[config.mk]
export PLATFORM = sky130hd
export DESIGN_NAME = prbs_gen
export DESIGN_NICKNAME = d
export VERILOG_FILES = /design/src/rtl/prbs_pkg.sv /design/src/rtl/prbs_lfsr_step.sv /design/src/rtl/prbs_gen.sv
export SDC_FILE = /design/constraint.sdc
export NUM_CORES = 1
export LEC_CHECK = 0
export CAP_MARGIN = 20
export CORE_UTILIZATION = 55
export DETAILED_ROUTE_END_ITERATION = 10
export HOLD_SLACK_MARGIN = 0.06
export PLACE_DENSITY_LB_ADDON = 0.3
export SYNTH_ARGS = -nofsm -noshare
export SYNTH_HDL_FRONTEND = slang
export SYNTH_SLANG_ARGS = --single-unit
export TNS_END_PERCENT = 20
[constraint.sdc]
create_clock -name CLK -period 5.15 [get_ports CLK]
set_input_delay 0.7725 -clock CLK [delete_from_list [all_inputs] [get_ports CLK]]
set_output_delay 0.7725 -clock CLK [all_outputs]
set_load 0.05 [all_outputs]
[src/rtl/prbs_pkg.sv]
// Shared types and polynomial tables for the PRBS pattern source.
//  state_t : controller states (IDLE, HEADER, PRBS)
//  poly_e  : polynomial select, encoded as on the poly_sel port
//  LEN_TBL / TAP_TBL : register length L and second tap T per polynomial
//  lfsr_len / lfsr_mask : helpers returning L and the L-bit active mask
package prbs_pkg;

   localparam int unsigned LFSR_W = 31;

   typedef enum logic [1:0] {
      IDLE   = 2'd0,
      HEADER = 2'd1,
      PRBS   = 2'd2
   } state_t;

   typedef enum logic [1:0] {
      POLY7  = 2'd0,
      POLY15 = 2'd1,
      POLY23 = 2'd2,
      POLY31 = 2'd3
   } poly_e;

   // Element [0] is the right-most entry of each concatenation.
   localparam logic [3:0][4:0] LEN_TBL = {5'd31, 5'd23, 5'd15, 5'd7};
   localparam logic [3:0][4:0] TAP_TBL = {5'd28, 5'd18, 5'd14, 5'd6};

   function automatic logic [4:0] lfsr_len(input poly_e p);
      return LEN_TBL[p];
   endfunction

   function automatic logic [4:0] lfsr_tap(input poly_e p);
      return TAP_TBL[p];
   endfunction

   // Ones in the L active bit positions; upper bits stay zero.
   function automatic logic [LFSR_W-1:0] lfsr_mask(input poly_e p);
      return LFSR_W'((32'd1 << lfsr_len(p)) - 32'd1);
   endfunction

endpackage

[src/rtl/prbs_lfsr_step.sv]
// Combinational LFSR advance of DATA_W steps.
//  state_in  : current 31-bit register (bits above L ignored)
//  poly      : polynomial select
//  state_out : register after DATA_W steps (bits above L zero)
//  bits_out  : feedback bits, first generated bit in the MSB
import prbs_pkg::*;

module prbs_lfsr_step #(
   parameter int unsigned DATA_W = 8
) (
   input  logic [LFSR_W-1:0] state_in,
   input  poly_e             poly,
   output logic [LFSR_W-1:0] state_out,
   output logic [DATA_W-1:0] bits_out
);

   logic [LFSR_W-1:0] s;
   logic [LFSR_W-1:0] mask;
   logic [4:0]        hi;
   logic [4:0]        tp;
   logic              fb;

   // Unrolled shift: fb = s[L-1] ^ s[T-1], shifted in at bit 0.
   always_comb begin
      mask     = lfsr_mask(poly);
      hi       = lfsr_len(poly) - 5'd1;
      tp       = lfsr_tap(poly) - 5'd1;
      s        = state_in & mask;
      bits_out = '0;
      fb       = 1'b0;
      for (int unsigned i = 0; i < DATA_W; i++) begin
         fb       = s[hi] ^ s[tp];
         s        = LFSR_W'({s, fb}) & mask;
         bits_out = DATA_W'({bits_out, fb});
      end
      state_out = s;
   end

endmodule

[src/rtl/prbs_gen.sv]
// Link bring-up pattern source: a header of the seed word repeated n times,
// then a continuous PRBS7/15/23/31 stream, DATA_W bits per beat, valid/ready.
// Optional build macro PRBS_ERR_INJ_EN adds err_inj for single-bit error injection.
// Ports:
//  CLK, RST             : clock, synchronous active-high reset
//  start, stop          : run control pulses
//  n, seed, poly_sel    : header repeat count, seed/header word, polynomial (sampled at start)
//  out_data, out_valid  : output beat
//  out_ready            : sink accepts beat
//  busy                 : controller not idle
//  hdr_done             : pulse after the last header word is accepted
//  err_inj              : (PRBS_ERR_INJ_EN only) arm a single bit-0 error
import prbs_pkg::*;

module prbs_gen #(
   parameter int unsigned DATA_W = 8,
   parameter int unsigned SEED_W = 32,
   parameter int unsigned CNT_W  = 8
) (
   input  logic              CLK,
   input  logic              RST,
   input  logic              start,
   input  logic              stop,
   input  logic [CNT_W-1:0]  n,
   input  logic [SEED_W-1:0] seed,
   input  logic [1:0]        poly_sel,
`ifdef PRBS_ERR_INJ_EN
   input  logic              err_inj,
`endif
   output logic [DATA_W-1:0] out_data,
   output logic              out_valid,
   input  logic              out_ready,
   output logic              busy,
   output logic              hdr_done
);

   localparam int unsigned NWORDS   = SEED_W / DATA_W;
   localparam int unsigned IDX_W    = (NWORDS > 1) ? $clog2(NWORDS) : 1;
   localparam logic [IDX_W-1:0] LAST_IDX = IDX_W'(NWORDS - 1);

   state_t              state_q, state_d;
   logic [LFSR_W-1:0]   lfsr_q, lfsr_d;
   logic [IDX_W-1:0]    idx_q, idx_d;
   logic [CNT_W-1:0]    rep_q, rep_d;
   logic [CNT_W-1:0]    n_q, n_d;
   logic [SEED_W-1:0]   seed_q, seed_d;
   poly_e               poly_q, poly_d;
   logic [DATA_W-1:0]   data_d;
   logic                valid_d;
   logic                busy_d;
   logic                hdr_done_d;
`ifdef PRBS_ERR_INJ_EN
   logic                err_q, err_d;
   logic                err_arm;
`endif

   logic                accept;
   poly_e               poly_in;
   logic [LFSR_W-1:0]   seed_slice;
   logic [LFSR_W-1:0]   load_state;
   logic [LFSR_W-1:0]   step_in;
   poly_e               step_poly;
   logic [LFSR_W-1:0]   step_state;
   logic [DATA_W-1:0]   step_bits;

   // Header word i of w, MSB-first.
   function automatic logic [DATA_W-1:0] hdr_word(input logic [SEED_W-1:0] w,
                                                  input logic [IDX_W-1:0]  i);
      return DATA_W'(w >> ((NWORDS - 1 - 32'(i)) * DATA_W));
   endfunction

   assign accept  = out_valid & out_ready;
   assign poly_in = poly_e'(poly_sel);

   // Seed load with lockup avoidance: an all-zero active slice becomes all ones.
   always_comb begin
      seed_slice = LFSR_W'(seed) & lfsr_mask(poly_in);
      load_state = (seed_slice == '0) ? lfsr_mask(poly_in) : seed_slice;
   end

   // In IDLE the step unit works on the seed being loaded, so the first PRBS
   // beat of an n=0 run is already scrambled.
   always_comb begin
      step_in   = (state_q == IDLE) ? load_state : lfsr_q;
      step_poly = (state_q == IDLE) ? poly_in    : poly_q;
   end

   prbs_lfsr_step #(
      .DATA_W (DATA_W)
   ) u_step (
      .state_in  (step_in),
      .poly      (step_poly),
      .state_out (step_state),
      .bits_out  (step_bits)
   );

   // Next-state and next-output logic.
   always_comb begin
      state_d    = state_q;
      lfsr_d     = lfsr_q;
      idx_d      = idx_q;
      rep_d      = rep_q;
      n_d        = n_q;
      seed_d     = seed_q;
      poly_d     = poly_q;
      data_d     = out_data;
      valid_d    = out_valid;
      hdr_done_d = 1'b0;
`ifdef PRBS_ERR_INJ_EN
      err_d      = err_q;
      err_arm    = 1'b0;
`endif

      case (state_q)
         IDLE: begin
            if (start) begin
               n_d     = n;
               seed_d  = seed;
               poly_d  = poly_in;
               idx_d   = '0;
               rep_d   = '0;
               valid_d = 1'b1;
               if (n != '0) begin
                  state_d = HEADER;
                  lfsr_d  = load_state;
                  data_d  = hdr_word(seed, '0);
               end else begin
                  state_d = PRBS;
                  lfsr_d  = step_state;
                  data_d  = step_bits;
               end
            end
         end

         HEADER: begin
            if (accept) begin
               if (idx_q == LAST_IDX && rep_q == (n_q - CNT_W'(1))) begin
                  state_d    = PRBS;
                  hdr_done_d = 1'b1;
                  lfsr_d     = step_state;
                  data_d     = step_bits;
               end else if (idx_q == LAST_IDX) begin
                  idx_d  = '0;
                  rep_d  = rep_q + CNT_W'(1);
                  data_d = hdr_word(seed_q, '0);
               end else begin
                  idx_d  = idx_q + IDX_W'(1);
                  data_d = hdr_word(seed_q, idx_q + IDX_W'(1));
               end
            end
         end

         PRBS: begin
`ifdef PRBS_ERR_INJ_EN
            err_arm = err_q | err_inj;
            err_d   = err_arm;
`endif
            if (accept) begin
               lfsr_d = step_state;
               data_d = step_bits;
`ifdef PRBS_ERR_INJ_EN
               // The error rides on the output word only; the LFSR is untouched.
               if (err_arm) begin
                  data_d[0] = ~step_bits[0];
                  err_d     = 1'b0;
               end
`endif
            end
         end

         default: begin
            state_d = IDLE;
            valid_d = 1'b0;
         end
      endcase

      // Abort: any in-flight beat is dropped, a beat accepted this cycle completes.
      if (stop && state_q != IDLE) begin
         state_d = IDLE;
         valid_d = 1'b0;
         data_d  = '0;
         idx_d   = '0;
         rep_d   = '0;
`ifdef PRBS_ERR_INJ_EN
         err_d   = 1'b0;
`endif
      end

      busy_d = (state_d != IDLE);
   end

   // State and output registers.
   always_ff @(posedge CLK) begin
      if (RST) begin
         state_q   <= IDLE;
         lfsr_q    <= {LFSR_W{1'b1}};
         idx_q     <= '0;
         rep_q     <= '0;
         n_q       <= '0;
         seed_q    <= '0;
         poly_q    <= POLY7;
         out_data  <= '0;
         out_valid <= 1'b0;
         busy      <= 1'b0;
         hdr_done  <= 1'b0;
`ifdef PRBS_ERR_INJ_EN
         err_q     <= 1'b0;
`endif
      end else begin
         state_q   <= state_d;
         lfsr_q    <= lfsr_d;
         idx_q     <= idx_d;
         rep_q     <= rep_d;
         n_q       <= n_d;
         seed_q    <= seed_d;
         poly_q    <= poly_d;
         out_data  <= data_d;
         out_valid <= valid_d;
         busy      <= busy_d;
         hdr_done  <= hdr_done_d;
`ifdef PRBS_ERR_INJ_EN
         err_q     <= err_d;
`endif
      end
   end

endmodule
==> run summary <==
run status: finished clean
Static Leakage: 0.00271 uW
share of Yosys cell area claimed by the top area cell type: 30.8%
first-pass GRT wire length: 37400 um
number of hold-slack violations in the final timing report: 0
Worst Setup End Kind: flip-flop
kind of critical path: in -> reg
sequential area share after synthesis: 30.8%
Initial Util: 57.1%
Total Routed Length: 25100 um
Req. time, crit path: 5.38 ns
cell type contributing the most total cell area after synthesis: sky130_fd_sc_hd__dfxtp_1
cell area after placement: 0.00697 mm2
final setup violating endpoints: 0
dominant cell by count in the synthesized netlist: sky130_fd_sc_hd__nand2_1
minimum period implied by the final worst setup slack: 4.42 ns
cell types with the largest area share after synthesis: sky130_fd_sc_hd__dfxtp_1, sky130_fd_sc_hd__a21oi_1, sky130_fd_sc_hd__nand2_1
Slew Viols, Final: 0
full die area: 0.0118 mm2
total vias in the final route: 7111
Inserted Clock Buffers: 9
Main synth FF type: sky130_fd_sc_hd__dfxtp_1
Clock Path Buffers: 2
Fin Clk Skew: 0.0124 ns
number of iterations in the first detailed-routing pass: 6
maximum fanout along the worst path: 17
PD cells: 333 mW/mm2
floorplan row count: 38
Post-synth EDFFs: 0
post-DP HPWL: 18500 um
wire per inst: 24.5 um
worst hold path type: reg -> reg
Cell variety after synth: 80
maximum number of pins on one net before global-route repair: 62
max capacitance violation total: 0
total gr overflow: 0
number of buffers added for setup after CTS: 0
fraction of layout cells with a size suffix above 1: 8.14%
proportion of synthesized flip-flops having asynchronous set or reset: 0%
initial antenna violation count: 0
total I/O pin count: 58
count of synthesis-stage warnings from yosys: 0
floorplan die width: 109 um
DRC violation count after routing: 0
area added between synthesis and finish: 16.7%
root buf cell: sky130_fd_sc_hd__clkbuf_16
final-layout fill cell count: 919
global placer's final weighted congestion: 1.10
RSZ-0062 raised after global routing: no
Worst-path clk slew: 0.07 ns
FMAX: 226 MHz
number of instances in the synthesized netlist: 840
number of instances in the placed design: 1008
iteration-0 DRC count of the detailed router: 1084
Post-CTS Resized: 0
Overall Global Routing Usage: 43.6%
# hold bufs at CTS: 0
maximum VDD drop: 0.269 mV
post-synthesis sequential element count: 96
number of port buffers: 57
H-tree depth: 3
Via-to-Cell Ratio: 6.94
final net count: 936
insertion delay of the later-clocked pin in the worst-skew pair: 0.37 ns
leading post-synthesis cells by instance count: sky130_fd_sc_hd__nand2_1, sky130_fd_sc_hd__a21oi_1, sky130_fd_sc_hd__dfxtp_1
die height: 109 um
sink count of the clock tree: 96
final standard cell area without fillers: 0.00729 mm2
worst slew margin relative to its limit: 29.7%
average cell area after synthesis: 7.44 um2
number of antenna-violating nets in the routed design: 0
vias in the first global route: 6477
reg-to-reg setup timing slack: 1.22 ns
synthesized netlist net count: 897
kind of start point of the critical path: input pin
slew at the pin closest to its max-slew limit: 1.05 ns
core area: 0.0109 mm2
number of standard cells in the final layout excluding fillers: 1024
TritonCTS clock tree: built
Post-Route Setup TNS: 0 ns
arrival time at the worst endpoint: 4.65 ns
final clock period utilization by the worst path: 85.9%
Netlist Area Pre-Place: 0.00625 mm2
diodes inserted: 0
## layout by cell type (no fill, tap or decap), drive strengths merged, types with 9 or more instances in the layout
master         instances
o21ai                 46
o211ai                16
nand2b                14
nor3                  11
nor2                  64
nand3                 21
dfxtp                 96
buf                   28
a221oi                 9
clkdlybuf4s50         56
o22ai                 15
nor2b                 11
xnor2                 16
xor2                   9
a21oi                110
nand2                137
clkbuf                10
a211o                 21
a31oi                 18
a211oi                15
ha                    10
inv                   34
## cell families after synthesis
kind of cell | synth area share, %
AO/OA/AOI/OAI | 34.4
XOR/XNOR | 3.51
adder cells (fa/ha/maj) | 2.00
buffers and inverters | 5.63
flip-flops | 30.8
multiplexers | 2.04
AND/OR/NAND/NOR | 21.7
## layout make-up
class	count	area, um2	area share [%]
Tap cell	140	175	2.40
Clock buffer	10	239	3.28
Timing Repair Buffer	84	768	10.5
Inverter	32	120	1.65
Clock inverter	6	73.8	1.01
Multi-Input combinational cell	656	3990	54.7
Sequential cell	96	1920	26.4
## metrics by stage
stage	total power (uW)	hold WS, ns	setup slack [ns]	utilization [%]
after global placement	1660	0.439	0.597	63.8
after detailed placement	1670	0.445	0.504	63.8
final	2420	0.457	0.729	66.6
after global routing	2490	0.470	0.562	66.6
after floorplan	1380	0.427	1.54	-
after CTS	2370	0.456	0.860	66.6
## metal layers
layer  share of wire [%]  up-vias  track usage (%)
li1                    -     3149                -
met1                  40     3341             56.8
met2                  44      513             66.5
met3                  10      108             9.40
met4                 5.6        0             24.5
met5                   0        -                0
## worst max-delay path, stage by stage
cell and delay, ns:
sky130_fd_sc_hd__clkdlybuf4s50_1 0.79, sky130_fd_sc_hd__nor2_1 0.16, sky130_fd_sc_hd__inv_1 0.14, sky130_fd_sc_hd__ha_1 0.41
sky130_fd_sc_hd__inv_1 0.13, sky130_fd_sc_hd__a21oi_1 0.33, sky130_fd_sc_hd__a2111o_4 0.36, sky130_fd_sc_hd__o21ai_2 0.17
sky130_fd_sc_hd__o31ai_1 0.59, sky130_fd_sc_hd__a21boi_0 0.25, sky130_fd_sc_hd__a211oi_1 0.07, sky130_fd_sc_hd__xor2_1 0.33
sky130_fd_sc_hd__a211oi_1 0.14
## worst paths after layout
path | cells past startpoint | from | end
setup / recovery | 13 | poly_sel[1] | lfsr_q[3]
hold / removal | 2 | seed_q[8] | seed_q[8]
setup reg to reg | 12 | state_q[0] | out_data[7]
hold reg to reg | 2 | seed_q[8] | seed_q[8]
## state kept, by name (all words and copies together), names as in the netlist
| register | flops |
|---|---|
| out_valid | 1 |
| state_q | 2 |
| busy | 1 |
| seed_q | 32 |
| poly_q | 2 |
| n_q | 8 |
| lfsr_q | 31 |
| rep_q | 8 |
| out_data | 8 |
| hdr_done | 1 |
| idx_q | 2 |
## power by group
part	switching [uW]	leakage, uW	internal [uW]	total, uW
clock	338	0.000147	396	734
combinational	529	0.00177	284	813
sequential	61.6	0.000791	815	877
(Power assumes the default switching activity.)
